## src/rtl/operand_seq_loader_if.sv

```systemverilog
// Operand loader bus: keypad/switch inputs, compute handshake
// and captured-operand status outputs.
interface operand_seq_loader_if #(
  parameter int WIDTH   = 16,
  parameter int NUM_OPS = 4
);
  logic [WIDTH-1:0]         data_in;
  logic                     enter;
  logic                     abort;
  logic                     done;
  logic [NUM_OPS*WIDTH-1:0] ops;
  logic                     start;
  logic [2:0]               op_idx;
  logic [NUM_OPS-1:0]       loaded;
  logic                     busy;
  logic                     complete;
  logic                     error;

  modport master (
    output data_in, enter, abort, done,
    input  ops, start, op_idx, loaded,
    input  busy, complete, error
  );

  modport slave (
    input  data_in, enter, abort, done,
    output ops, start, op_idx, loaded,
    output busy, complete, error
  );
endinterface

```

## src/rtl/operand_seq_loader.sv

```systemverilog
// Sequential operand loader: captures NUM_OPS keyed values,
// then starts the compute unit and waits for done or timeout.
module operand_seq_loader #(
  parameter int WIDTH   = 16,
  parameter int NUM_OPS = 4,
  parameter int TIMEOUT = 1000
) (
  input logic                clk,
  input logic                rst,
  operand_seq_loader_if.slave bus
);

  typedef enum logic [2:0] {
    WAIT     = 3'd0,
    CAPTURE  = 3'd1,
    HOLD     = 3'd2,
    START    = 3'd3,
    RUN      = 3'd4,
    COMPLETE = 3'd5,
    ERROR    = 3'd6
  } state_t;

  localparam logic [19:0] CNT_LAST = 20'(TIMEOUT - 1);
  localparam logic [2:0]  IDX_LAST = 3'(NUM_OPS - 1);

  state_t                   state_q, state_d;
  logic [NUM_OPS*WIDTH-1:0] ops_q, ops_d;
  logic [2:0]               idx_q, idx_d;
  logic [NUM_OPS-1:0]       loaded_q, loaded_d;
  logic [19:0]              cnt_q, cnt_d;
  logic                     start_q;
  logic                     busy_q;
  logic                     complete_q;
  logic                     error_q;

  always_comb begin
    state_d  = state_q;
    ops_d    = ops_q;
    idx_d    = idx_q;
    loaded_d = loaded_q;
    cnt_d    = cnt_q;
    // abort outranks every other event in the same cycle
    if (bus.abort) begin
      state_d  = WAIT;
      idx_d    = 3'd0;
      loaded_d = '0;
      cnt_d    = '0;
    end else begin
      unique case (state_q)
        WAIT: begin
          if (!bus.enter) state_d = CAPTURE;
        end
        CAPTURE: begin
          for (int k = 0; k < NUM_OPS; k++) begin
            if (idx_q == 3'(k)) begin
              ops_d[k*WIDTH +: WIDTH] = bus.data_in;
              loaded_d[k]             = 1'b1;
            end
          end
          state_d = HOLD;
        end
        HOLD: begin
          if (bus.enter) begin
            if (idx_q == IDX_LAST) begin
              state_d = START;
            end else begin
              idx_d   = idx_q + 3'd1;
              state_d = WAIT;
            end
          end
        end
        START: begin
          cnt_d   = '0;
          state_d = RUN;
        end
        RUN: begin
          cnt_d = cnt_q + 20'd1;
          if (bus.done) begin
            state_d = COMPLETE;
          end else if (cnt_q == CNT_LAST) begin
            state_d = ERROR;
          end
        end
        COMPLETE: begin
          if (!bus.enter) begin
            idx_d    = 3'd0;
            loaded_d = '0;
            state_d  = CAPTURE;
          end
        end
        ERROR: begin
          state_d = ERROR;
        end
        default: begin
          state_d = WAIT;
        end
      endcase
    end
  end

  // status flags are registered from the next state so they line up with it
  always_ff @(posedge clk or negedge rst) begin
    if (!rst) begin
      state_q    <= WAIT;
      ops_q      <= '0;
      idx_q      <= 3'd0;
      loaded_q   <= '0;
      cnt_q      <= '0;
      start_q    <= 1'b0;
      busy_q     <= 1'b0;
      complete_q <= 1'b0;
      error_q    <= 1'b0;
    end else begin
      state_q    <= state_d;
      ops_q      <= ops_d;
      idx_q      <= idx_d;
      loaded_q   <= loaded_d;
      cnt_q      <= cnt_d;
      start_q    <= (state_d == START);
      busy_q     <= (state_d == START) || (state_d == RUN);
      complete_q <= (state_d == COMPLETE);
      error_q    <= (state_d == ERROR);
    end
  end

  assign bus.ops      = ops_q;
  assign bus.op_idx   = idx_q;
  assign bus.loaded   = loaded_q;
  assign bus.start    = start_q;
  assign bus.busy     = busy_q;
  assign bus.complete = complete_q;
  assign bus.error    = error_q;

endmodule

```

## src/flat_wrapper.sv

```systemverilog
// flat-port wrapper written by rule: the top's interface ports become plain ports
module operand_seq_loader_flat 
#(
  parameter int WIDTH   = 16,
  parameter int NUM_OPS = 4,
  parameter int TIMEOUT = 1000
)
  (clk, rst, bus_data_in, bus_enter, bus_abort, bus_done, bus_ops, bus_start, bus_op_idx, bus_loaded, bus_busy, bus_complete, bus_error);
  operand_seq_loader_if #(.WIDTH(WIDTH), .NUM_OPS(NUM_OPS)) bus_i ();
  input logic clk;
  input logic rst;
  input wire logic [$bits(bus_i.data_in)-1:0] bus_data_in;
  input wire logic [$bits(bus_i.enter)-1:0] bus_enter;
  input wire logic [$bits(bus_i.abort)-1:0] bus_abort;
  input wire logic [$bits(bus_i.done)-1:0] bus_done;
  output wire logic [$bits(bus_i.ops)-1:0] bus_ops;
  output wire logic [$bits(bus_i.start)-1:0] bus_start;
  output wire logic [$bits(bus_i.op_idx)-1:0] bus_op_idx;
  output wire logic [$bits(bus_i.loaded)-1:0] bus_loaded;
  output wire logic [$bits(bus_i.busy)-1:0] bus_busy;
  output wire logic [$bits(bus_i.complete)-1:0] bus_complete;
  output wire logic [$bits(bus_i.error)-1:0] bus_error;
  assign bus_i.data_in = bus_data_in;
  assign bus_i.enter = bus_enter;
  assign bus_i.abort = bus_abort;
  assign bus_i.done = bus_done;
  assign bus_ops = bus_i.ops;
  assign bus_start = bus_i.start;
  assign bus_op_idx = bus_i.op_idx;
  assign bus_loaded = bus_i.loaded;
  assign bus_busy = bus_i.busy;
  assign bus_complete = bus_i.complete;
  assign bus_error = bus_i.error;
  operand_seq_loader #(.WIDTH(WIDTH), .NUM_OPS(NUM_OPS), .TIMEOUT(TIMEOUT)) u_core (.clk(clk), .rst(rst), .bus(bus_i));
endmodule
```

## config.mk

```make
export PLATFORM = sky130hd
export DESIGN_NAME = operand_seq_loader_flat
export DESIGN_NICKNAME = d
export VERILOG_FILES = /design/src/rtl/operand_seq_loader_if.sv /design/src/rtl/operand_seq_loader.sv /design/src/flat_wrapper.sv
export SDC_FILE = /design/constraint.sdc
export NUM_CORES = 1
export LEC_CHECK = 0
export ABC_AREA = 1
export ABC_CLOCK_PERIOD_IN_PS = 3700
export BUFFER_PORTS_ARGS = -buffer_cell sky130_fd_sc_hd__buf_2
export CORE_MARGIN = 2
export CORE_UTILIZATION = 25
export CTS_CLUSTER_DIAMETER = 40
export DETAILED_ROUTE_END_ITERATION = 12
export PLACE_DENSITY = 0.48
export SLEW_MARGIN = 10
export SYNTH_ARGS = -nofsm -noshare
export SYNTH_HDL_FRONTEND = slang
export SYNTH_SLANG_ARGS = --single-unit
```

## constraint.sdc

```tcl
create_clock -name clk -period 3.7 [get_ports clk]
set_input_delay 0.37 -clock clk [delete_from_list [all_inputs] [get_ports clk]]
set_output_delay 0.37 -clock clk [all_outputs]
set_load 0.05 [all_outputs]
```

Yosys cells after proc, flatten, opt, wreduce, memory -nomap -nowiden. Index checks and enable logic that the tools add are counted.

Word-level logic and storage cells: 76. Bits in registers: 98. Bits of input ports: 21. Output and inout bits: 75.

Eq/ne operators: 21. Mux-type cells: 21. Bitwise gates (word level): 1. Add/sub/neg operators: 2. Reduce and logical (&&, ||, !) cells: 16.

Operator list (number): $pmux 20 s2 (1); $mux 3 (9); $reduce_and 3->1 (8); $add 20x1->20 const B (1); $eq 20x10->1 const B (1); $mux 20 (1); $eq 3x3->1 const B (6); $pmux 3 s6 (1); $eq 3x2->1 const B (5); $ne 3x2->1 const B (4); $ne 3x3->1 const B (3); $reduce_bool 3->1 (3); $mux 4 (2); $pmux 4 s2 (1); $eq 3x1->1 const B (2); $logic_not 3->1 (2); $pmux 3 s2 (1); $mux 1 (4); $reduce_and 4->1 (1); $add 3x1->3 const B (1); $mux 2 (1); $reduce_or 2->1 (1); $logic_or 1x1->1 (1); $not 1->1 (1).

Longest topological paths before layout. Gate-level depths: netlist (run 1).

Word-level depth: 7. Depth in mapped cells: 12. Gate-level depth less buffers: 12.

Least setup slack after synthesis (run 1). No wires, ideal clock.

Path type: flip-flop to flip-flop. From: register u_core.idx_q[0], in the netlist u_core.bus.op_idx[0]. To: register u_core.complete_q, in the netlist u_core.bus.complete. Path buffers: 0. Arrival time: 1.756 ns. Clock period less this slack: 1.828 ns. Path slack: 1.872 ns. Setup time: 0.071 ns. Stages on the path, launching flop included: 10. Data required time: 3.629 ns. Cells stage by stage: dfrtp_1 ha_1 ha_1 nor2_1 nand2_1 a31oi_1 nand2_1 nand2_1 nand2_1 nor2_1.

Word-level cells in the longest chain between the ends: 6.

Ends and longest elaborated chain: start: declaration (RTL line operand_seq_loader.sv:28) `logic [2:0] idx_q, idx_d;`; start signal: assignment (RTL line operand_seq_loader.sv:116) `idx_q <= idx_d;`; $eq 3x2->1 (RTL line operand_seq_loader.sv:64) `if (idx_q == IDX_LAST) begin`; $mux 2 (RTL line operand_seq_loader.sv:64); $mux 3 (RTL line operand_seq_loader.sv:63) `if (bus.enter) begin`; $pmux 3 s6 (RTL line operand_seq_loader.sv:49) `unique case (state_q)`; $mux 3 (RTL line operand_seq_loader.sv:43) `if (bus.abort) begin`; $eq 3x3->1 (RTL line operand_seq_loader.sv:121) `complete_q <= (state_d == COMPLETE);`; end signal: assignment (RTL line operand_seq_loader.sv:121); end: declaration (RTL line operand_seq_loader.sv:33) `logic complete_q;`.

No other way between the ends. A chain may end at the register's enable or synchronous reset.

Worst setup path after layout (run 1).
From: register u_core.state_q[2]. To: register u_core.cnt_q[0].

Word-level cells in the longest chain between the ends: 3. Elaborated cells on any way between the ends: 5. Those cells by class: eq/ne (2); mux (2); reduce/logical (1).

Ends and longest elaborated chain: start: declaration (RTL line operand_seq_loader.sv:26) `state_t state_q, state_d;`; start signal: assignment (RTL line operand_seq_loader.sv:114) `state_q <= state_d;`; $eq 3x3->1 or $eq 3x2->1 (tied branches) (RTL line operand_seq_loader.sv:49); $pmux 20 s2 (RTL line operand_seq_loader.sv:49); $mux 20 (RTL line operand_seq_loader.sv:43); end signal: assignment (RTL line operand_seq_loader.sv:118) `cnt_q <= cnt_d;`; end: declaration (RTL line operand_seq_loader.sv:30) `logic [19:0] cnt_q, cnt_d;`.

Several ways; a longest one is shown, not always the timed one.

==> results.ini, run 1 <==
[place]
gp_congestion=0.810
hpwlAfterDp_um=7620
post-place-ws_ns=1.79
placed_area_um2=4950
port_buffers=95
place_inst=785

[clocking]
cts_tree=yes
clkTransAtPathRegs_ns=0.07
cts_hold_buf=0
cts.sinks=98
clockBufferDepth=2
ctsResizeCount=0
clock_latency_ns=0.34
numCtsBuffers=9
clockRootBuffer=clkbuf_16
post_cts_buffers=0
htreeDepth=3

[logic_synthesis]
synth_top_flop_cell=dfrtp_1
syn_area_per_cell_um2=8.87
synthXorXnorAreaFrac_pct=0
synthMuxAreaShare_pct=0
yosysTopAreaCell=dfrtp_1
netlist_instances=485
synth_nets=512
synth_edf_count=0
synthSimpleGateAreaFrac_pct=19.0
synth_top_family_by_area=simple AND/OR/NAND/NOR gates
synth.cell_area_um2=4300
synth-compound-area-share_pct=15.0
synthTopCellsByCount=nand2_1, dfrtp_1, o21ai_0, inv_1, o21ai_1
ys_top_cells_by_area=dfrtp_1, nand2_1, o21ai_0
yosys_warnings=0
synth_top_area_share_pct=57.0
synth_seq_area_share_pct=57.0
synthAdderAreaFrac_pct=1.74
async_reset_ff_share_pct=100
ys_ff_latch=98
synth_cell_type_count=34
yosysMostFrequentCell=nand2_1

[timing]
setup_tns_ns=0
finalClockSkew_ns=0.00950
finalWorstSetupSlack_ns=1.77
whs_ns=0.202
relSlewSlack_pct=29.7
setup_violations=0
max_freq_mhz=519
rsz0062_at_grt=no
drv_slew=0
hold_violations=0
worstMarginPinSlew_ns=1.05
fin_crit_sh_pct=52.0
min_period_ns=1.93

[run_status]
status=complete, no violations

[cells_and_area]
syn_to_final_growth_pct=21.9
stdcell_count=800
postLayoutCellArea_um2=5240
fin_nets=603
layout-drive-gt1-share_pct=22.4
n_antenna_cell=0

[global_route]
use_met1_pct=17.9
grt_util_met3_pct=2.39
overflow=0
grt_pass1_vias=3403
grt_first_pass_wirelength_um=17600
gr-usage-met2_pct=18.6
grt_usage_pct=12.4
grt_busiest_layer=met2
grt_max_degree=84
antenna_found_initial=0

[run]
cap_violations=0

[floorplanning]
chipHeight_um=135
row_count=47
initial_utilization_pct=25.8
die_w_um=135
io_pins=96
dieArea_um2=18300
core-area_um2=16700

[drt]
wirelength_um=10800
drt_iter0_markers=260
vias_per_cell=4.42
via_count=3532
firstDrtPassIters=4
wl_per_cell_um=13.4
antenna_left=0
drc=0

[power_and_ir_drop]
p_clk_share_pct=30.3
power_density_nw_per_um2=594
p_leak_uw=0.00263
intPower_uw=1920
p_switching_uw=1190
pwr-share-seq_pct=41.2
swShare_pct=38.3
pwr-share-comb_pct=28.5
vdd.ir_drop.worst_mv=0.257

[min_path]
hold_path_class=in -> async

[critical_path]
crit_arrival_ns=2.18
r2r_setup_slack_ns=1.77
crit_top_cell=inv_1
crit_buf_inv=2
worst_setup_path_end_kind=flip-flop
cp.required_ns=3.96
crit_type=reg -> reg
slowest_stage=dfrtp_1
path_cells=inv_1 > nand3_1 > nand2_1 > nor2_2 > inv_1 > o21ai_0
reg2reg_depth=6
startpoint_type=flip-flop
cp_max_fo=13
rr_endpoint=u_core.cnt_q[0]$_DFFE_PN0P_
critPathTopFamily=simple AND/OR/NAND/NOR gates
rr_startpoint=u_core.state_q[2]$_DFF_PN0_
slowest_delay_ns=0.52

[kinds of logic after synthesis]
logic type / count (synthesis)
buffers and inverters: 69
AOI/OAI and AO/OA: 120
adders and majority gates: 6
DFF: 98
and+or+nand+nor: 192
[worst max-delay path by stage]
| stage | cells past startpoint | from | end | slack (ns) |
|---|---|---|---|---|
| 6_report | 6 | u_core.state_q[2]$_DFF_PN0_ | u_core.cnt_q[0]$_DFFE_PN0P_ | 1.77 |
| 5_1_grt | 6 | u_core.state_q[2]$_DFF_PN0_ | u_core.cnt_q[9]$_DFFE_PN0P_ | 1.51 |
| 4_1_cts | 6 | u_core.state_q[2]$_DFF_PN0_ | u_core.cnt_q[7]$_DFFE_PN0P_ | 1.76 |
| 3_5_place_dp | 6 | u_core.state_q[1]$_DFF_PN0_ | u_core.bus.loaded[0]$_DFFE_PN0P_ | 1.79 |
| 3_3_place_gp | 6 | u_core.state_q[1]$_DFF_PN0_ | u_core.bus.loaded[0]$_DFFE_PN0P_ | 1.83 |
| 2_1_floorplan | 9 | u_core.bus.op_idx[0]$_DFFE_PN0P_ | u_core.bus.complete$_DFF_PN0_ | 1.87 |
[metrics by stage]
stage / power, uW / utilization [%]
after floorplan: 1970 / -
after CTS: 3160 / 31.4
after global placement: 2190 / 29.6
after detailed placement: 2200 / 29.6
after global routing: 3290 / 31.4
final: 3120 / 31.4
[area by class of cell]
cell class	instances	area [um2]
fill	1808	11500
sequential	98	2450
multi-input combinational	318	1540
timing repair buffer	96	485
tap	220	275
clock buffer	11	243
inverter	53	199
clock inverter	4	51.3
[metal layers]
metal,vias to the layer above,wire (um)
li1,1764,-
met3,8,557
met2,107,4630
met1,1653,5500
met4,0,72
met5,-,0
[sequential cells by signal (all words and copies together) (netlist names)]
signal               cells
u_core.cnt_q            20
u_core.bus.busy          1
u_core.state_q           3
u_core.bus.start         1
u_core.bus.ops          64
u_core.bus.loaded        4
u_core.bus.complete      1
u_core.bus.error         1
u_core.bus.op_idx        3
[cells in the final DEF (no fill, tap or decap), drive strengths merged]
cell type and instances:
a21oi 16, a22o 1, a22oi 1, a2bb2oi 1, a31oi 2, and3 1
buf 96, bufinv 1, clkbuf 11, clkinv 1, clkinvlp 1, dfrtp 98
ha 6, inv 54, nand2 129, nand3 15, nand4 4, nor2 37
nor3 6, o211ai 2, o21a 1, o21ai 91, o21bai 1, o22ai 2
o31ai 2
[power groups by stage]
stage / logic (uW) / registers, uW / clock network [uW]
floorplan: 214 / 1750 / 0
global placement: 892 / 1300 / 0
detailed placement: 898 / 1300 / 0
CTS: 900 / 1280 / 975
global route: 958 / 1300 / 1030
finish: 889 / 1280 / 943
(Power assumes the default switching activity.)
==> inputs of run 2 (changes only) <==
--- a/config.mk
+++ b/config.mk
@@ -6,7 +6,7 @@
 export NUM_CORES = 1
 export LEC_CHECK = 0
 export ABC_AREA = 1
-export ABC_CLOCK_PERIOD_IN_PS = 3700
+export ABC_CLOCK_PERIOD_IN_PS = 2000
 export BUFFER_PORTS_ARGS = -buffer_cell sky130_fd_sc_hd__buf_2
 export CORE_MARGIN = 2
 export CORE_UTILIZATION = 25
==> constraint.sdc (replaced) <==
create_clock -name clk -period 2 [get_ports clk]
set_input_delay 0.2 -clock clk [delete_from_list [all_inputs] [get_ports clk]]
set_output_delay 0.2 -clock clk [all_outputs]
set_load 0.05 [all_outputs]
==> results.ini, run 2 (same netlist as run 1, synthesis figures left out) <==
[place]
place_inst=796
gp_congestion=0.844
hpwlAfterDp_um=8000
port_buffers=95
placed_area_um2=5090

[global_route]
grt_first_pass_wirelength_um=18100
grt_max_degree=45
grt_pass1_vias=3436
overflow=0
grt_usage_pct=12.6
antenna_found_initial=0

[cells_and_area]
syn_to_final_growth_pct=25.5
n_antenna_cell=0
final_cell_mix=nand2_1, dfrtp_1, buf_2
final_common_cell=nand2_1
postLayoutCellArea_um2=5400
layout-drive-gt1-share_pct=24.1
fin_nets=615
stdcell_count=813
largest_reg_flops=64

[timing]
max_freq_mhz=572
min_period_ns=1.75
finalClockSkew_ns=0.00745
fin_crit_sh_pct=87.4
drv_slew=0
setup_violations=0
hold_violations=0
setup_tns_ns=0
rsz0062_at_grt=no
worstMarginPinSlew_ns=0.570
relSlewSlack_pct=62.0

[critical_path]
cp.required_ns=2.28
startpoint_type=flip-flop
worst_setup_path_end_kind=flip-flop
crit_arrival_ns=2.03
slowest_delay_ns=0.43
crit_top_cell=nand2_1
cp_max_fo=6
crit_type=reg -> reg
slowest_stage=dfrtp_1
path_cells=ha_1 > ha_1 > nor2_1 > nand2_1 > a31oi_1 > nand2_1 > nand2_1 > nand2_1 > nor2_1

[floorplanning]
chipHeight_um=135
row_count=47
initial_utilization_pct=25.8
die_w_um=135
dieArea_um2=18300
core-area_um2=16700
io_pins=96

[power_and_ir_drop]
p_leak_uw=0.00271
finalPower_uw=5760
power_density_nw_per_um2=1070
vdd.ir_drop.worst_mv=0.436

[drt]
via_count=3580
firstDrtPassIters=4
antenna_left=0
wl_met3_um=718
vias_per_cell=4.40
met1_length_um=5350
met2_length_um=4860
drt_iter0_markers=232
top_layer=met4
wl_per_cell_um=13.5
drc=0
wirelength_um=11000

[clocking]
cts_tree=yes
post_cts_buffers=0
clockRootBuffer=clkbuf_16
clockBufferDepth=2
numCtsBuffers=9
clock_latency_ns=0.35
clkTransAtPathRegs_ns=0.07
cts.sinks=98
htreeDepth=3

[min_path]
hold_path_class=in -> reg

[run]
cap_violations=0

[run_status]
status=complete, no violations

-- run 2: critical path, delay by kind of cell (launching register included) --
family / cells / cell delay (ns)
and+or+nand+nor: 6 / 0.68
DFF: 1 / 0.43
adders and majority gates: 2 / 0.43
AOI/OAI and AO/OA: 1 / 0.13
-- run 2: layout make-up --
cell class / count / area, um2
timing repair buffer: 108 / 641
inverter: 53 / 199
clock buffer: 10 / 239
tap: 220 / 275
fill: 1754 / 11300
sequential: 98 / 2450
clock inverter: 6 / 55.1
multi-input combinational: 318 / 1540
-- run 2: final timing paths --
| kind | startpoint | to | slack, ns | depth (start not counted) |
|---|---|---|---|---|
| max | u_core.bus.op_idx[0]$_DFFE_PN0P_ | u_core.bus.complete$_DFF_PN0_ | 0.25 | 9 |
| min | bus_data_in[12] | u_core.bus.ops[28]$_DFFE_PN0P_ | 0.14 | 3 |
| max reg2reg | u_core.bus.op_idx[0]$_DFFE_PN0P_ | u_core.bus.complete$_DFF_PN0_ | 0.25 | 9 |
| min reg2reg | u_core.bus.ops[55]$_DFFE_PN0P_ | u_core.bus.ops[55]$_DFFE_PN0P_ | 0.48 | 2 |
| max in group asynchronous | rst | u_core.bus.ops[63]$_DFFE_PN0P_ | 0.97 | 3 |
| min in group asynchronous | rst | u_core.bus.ops[51]$_DFFE_PN0P_ | 0.38 | 2 |
-- run 2: through the flow --
stage               utilization [%]  worst slack (ns)  hold slack [ns]
floorplan                         -             0.172          -0.0956
global placement               30.5             0.280            0.230
detailed placement             30.5             0.274            0.236
CTS                            32.3             0.239            0.121
global route                   32.3            0.0801            0.146
finish                         32.3             0.252            0.141
-- run 2: power breakdown --
group	internal (uW)	switching, uW	leakage, uW	total, uW
logic	365	1320	0.00128	1690
registers	2230	149	0.00128	2380
clock network	902	796	0.000146	1700
-- run 2: repair_timing --
action / CTS / global route
hold endpoints to repair: 39 / 0
hold buffers: 1 / 0
gates resized for setup: 0 / 0
-- run 2: routing by layer --
layer / track usage (%) / up-vias
li1: - / 1783
met1: 17.1 / 1666
met2: 19.9 / 121
met3: 4.15 / 10
met4: 2.66 / 0
met5: 0 / -
==> inputs of run 3 (changes only) <==
--- a/config.mk
+++ b/config.mk
@@ -8,6 +8,7 @@
 export ABC_AREA = 1
 export ABC_CLOCK_PERIOD_IN_PS = 2000
 export BUFFER_PORTS_ARGS = -buffer_cell sky130_fd_sc_hd__buf_2
+export CORE_ASPECT_RATIO = 1.4
 export CORE_MARGIN = 2
 export CORE_UTILIZATION = 25
 export CTS_CLUSTER_DIAMETER = 40
==> constraint.sdc (replaced) <==
create_clock -name clk -period 2 [get_ports clk]
set_input_delay 0.4 -clock clk [delete_from_list [all_inputs] [get_ports clk]]
set_output_delay 0.4 -clock clk [all_outputs]
set_load 0.05 [all_outputs]
==> results.ini, run 3 (same netlist as run 1, synthesis figures left out) <==
[power_and_ir_drop]
vdd.ir_drop.worst_mv=0.481
p_leak_uw=0.00270
power_density_nw_per_um2=1080

[timing]
max_freq_mhz=584
hold_violations=12
min_period_ns=1.71
rsz0062_at_grt=no
fin_crit_sh_pct=85.6
finalClockSkew_ns=0.0105
worstMarginPinSlew_ns=0.441
relSlewSlack_pct=70.6
whs_ns=-0.00583
drv_slew=0
setup_tns_ns=0
setup_violations=0

[critical_path]
worst_setup_path_end_kind=flip-flop
crit_type=reg -> reg
startpoint_type=flip-flop
cp.required_ns=2.28
cp_max_fo=6
crit_arrival_ns=2.00
reg2reg_depth=9

[clocking]
ctsResizeCount=0
htreeDepth=3
clockBufferDepth=2
clock_latency_ns=0.35
cts_hold_buf=0
numCtsBuffers=9
post_cts_buffers=0
cts_tree=yes
cts.sinks=98
clockRootBuffer=clkbuf_16
clkTransAtPathRegs_ns=0.07

[drt]
drc=0
firstDrtPassIters=4
wl_per_cell_um=13.9
via_count=3557
vias_per_cell=4.47
drt_iter0_markers=294
wirelength_um=11100
antenna_left=0

[global_route]
antenna_found_initial=1
grt_max_degree=40
grt_first_pass_wirelength_um=18100
grt_usage_pct=12.3
overflow=0
grt_pass1_vias=3553

[cells_and_area]
fin_nets=614
postLayoutCellArea_um2=5360
stdcell_count=796
final_common_cell=nand2_1
syn_to_final_growth_pct=24.6
final_cell_mix=nand2_1, dfrtp_1, buf_2
layout-drive-gt1-share_pct=24.3
largest_reg_flops=64

[floorplanning]
io_pins=96
row_count=56
dieArea_um2=18300
core-area_um2=16800
chipHeight_um=159
initial_utilization_pct=25.6
die_w_um=115

[run]
cap_violations=0

[place]
port_buffers=95
place_inst=779
gp_congestion=0.866
placed_area_um2=5060
hpwlAfterDp_um=8310

[min_path]
hold_path_class=in -> async

[run_status]
status=finished, violations left
violations=negative hold slack

run 3: cell type report:
type                    instances  area [um2]
fillers                      1769       11500
flip-flops and latches         98        2450
multi-input cells             318        1540
repair buffers                107         618
well taps                     203         254
clock buffers                  10         239
inverters                      53         199
clock inverters                 6        55.1
diodes                          1        2.50
run 3: metrics by stage:
stage	worst slack [ns]	util [%]	power [uW]	hold WS, ns
floorplan	0.172	-	3640	0.104
global placement	0.296	30.1	4090	0.381
detailed placement	0.267	30.1	4110	0.381
CTS	0.251	31.8	5870	0.000849
global route	0.0719	31.9	6060	0.0167
finish	0.287	31.9	5780	-0.00583
run 3: path summary, 6_finish.rpt:
kind	startpoint	to	slack, ns
worst max register to register	u_core.bus.op_idx[0]$_DFFE_PN0P_	u_core.bus.busy$_DFF_PN0_	0.29
worst min-delay path	rst	u_core.bus.ops[36]$_DFFE_PN0P_	-0.006
worst min register to register	u_core.bus.ops[40]$_DFFE_PN0P_	u_core.bus.ops[40]$_DFFE_PN0P_	0.48
worst max-delay path	u_core.bus.op_idx[0]$_DFFE_PN0P_	u_core.bus.busy$_DFF_PN0_	0.29
min in group clk	bus_data_in[12]	u_core.bus.ops[28]$_DFFE_PN0P_	0.35
max in group asynchronous	rst	u_core.cnt_q[0]$_DFFE_PN0P_	1.42
run 3: routing by layer:
layer	wire (um)	up-vias	part of all wire, %	track usage [%]
li1	-	1782	-	-
met1	4760	1669	43	14.7
met2	5460	91	49	21.0
met3	558	15	5.0	2.93
met4	278	0	2.5	4.98
met5	0	-	0	0
run 3: worst max-delay path, stage by stage (launching register included):
cell and delay (ns):
dfrtp_1 0.43, ha_1 0.22, ha_1 0.23, nor2_2 0.18
nand2_1 0.07, a31oi_1 0.16, nand2_1 0.09, nand2_1 0.12
nand3_1 0.09, nand2_1 0.06
run 3: power breakdown:
group / switching [uW] / internal, uW
Combinational: 1320 / 364
Sequential: 153 / 2230
Clock: 819 / 905
Total: 2290 / 3500
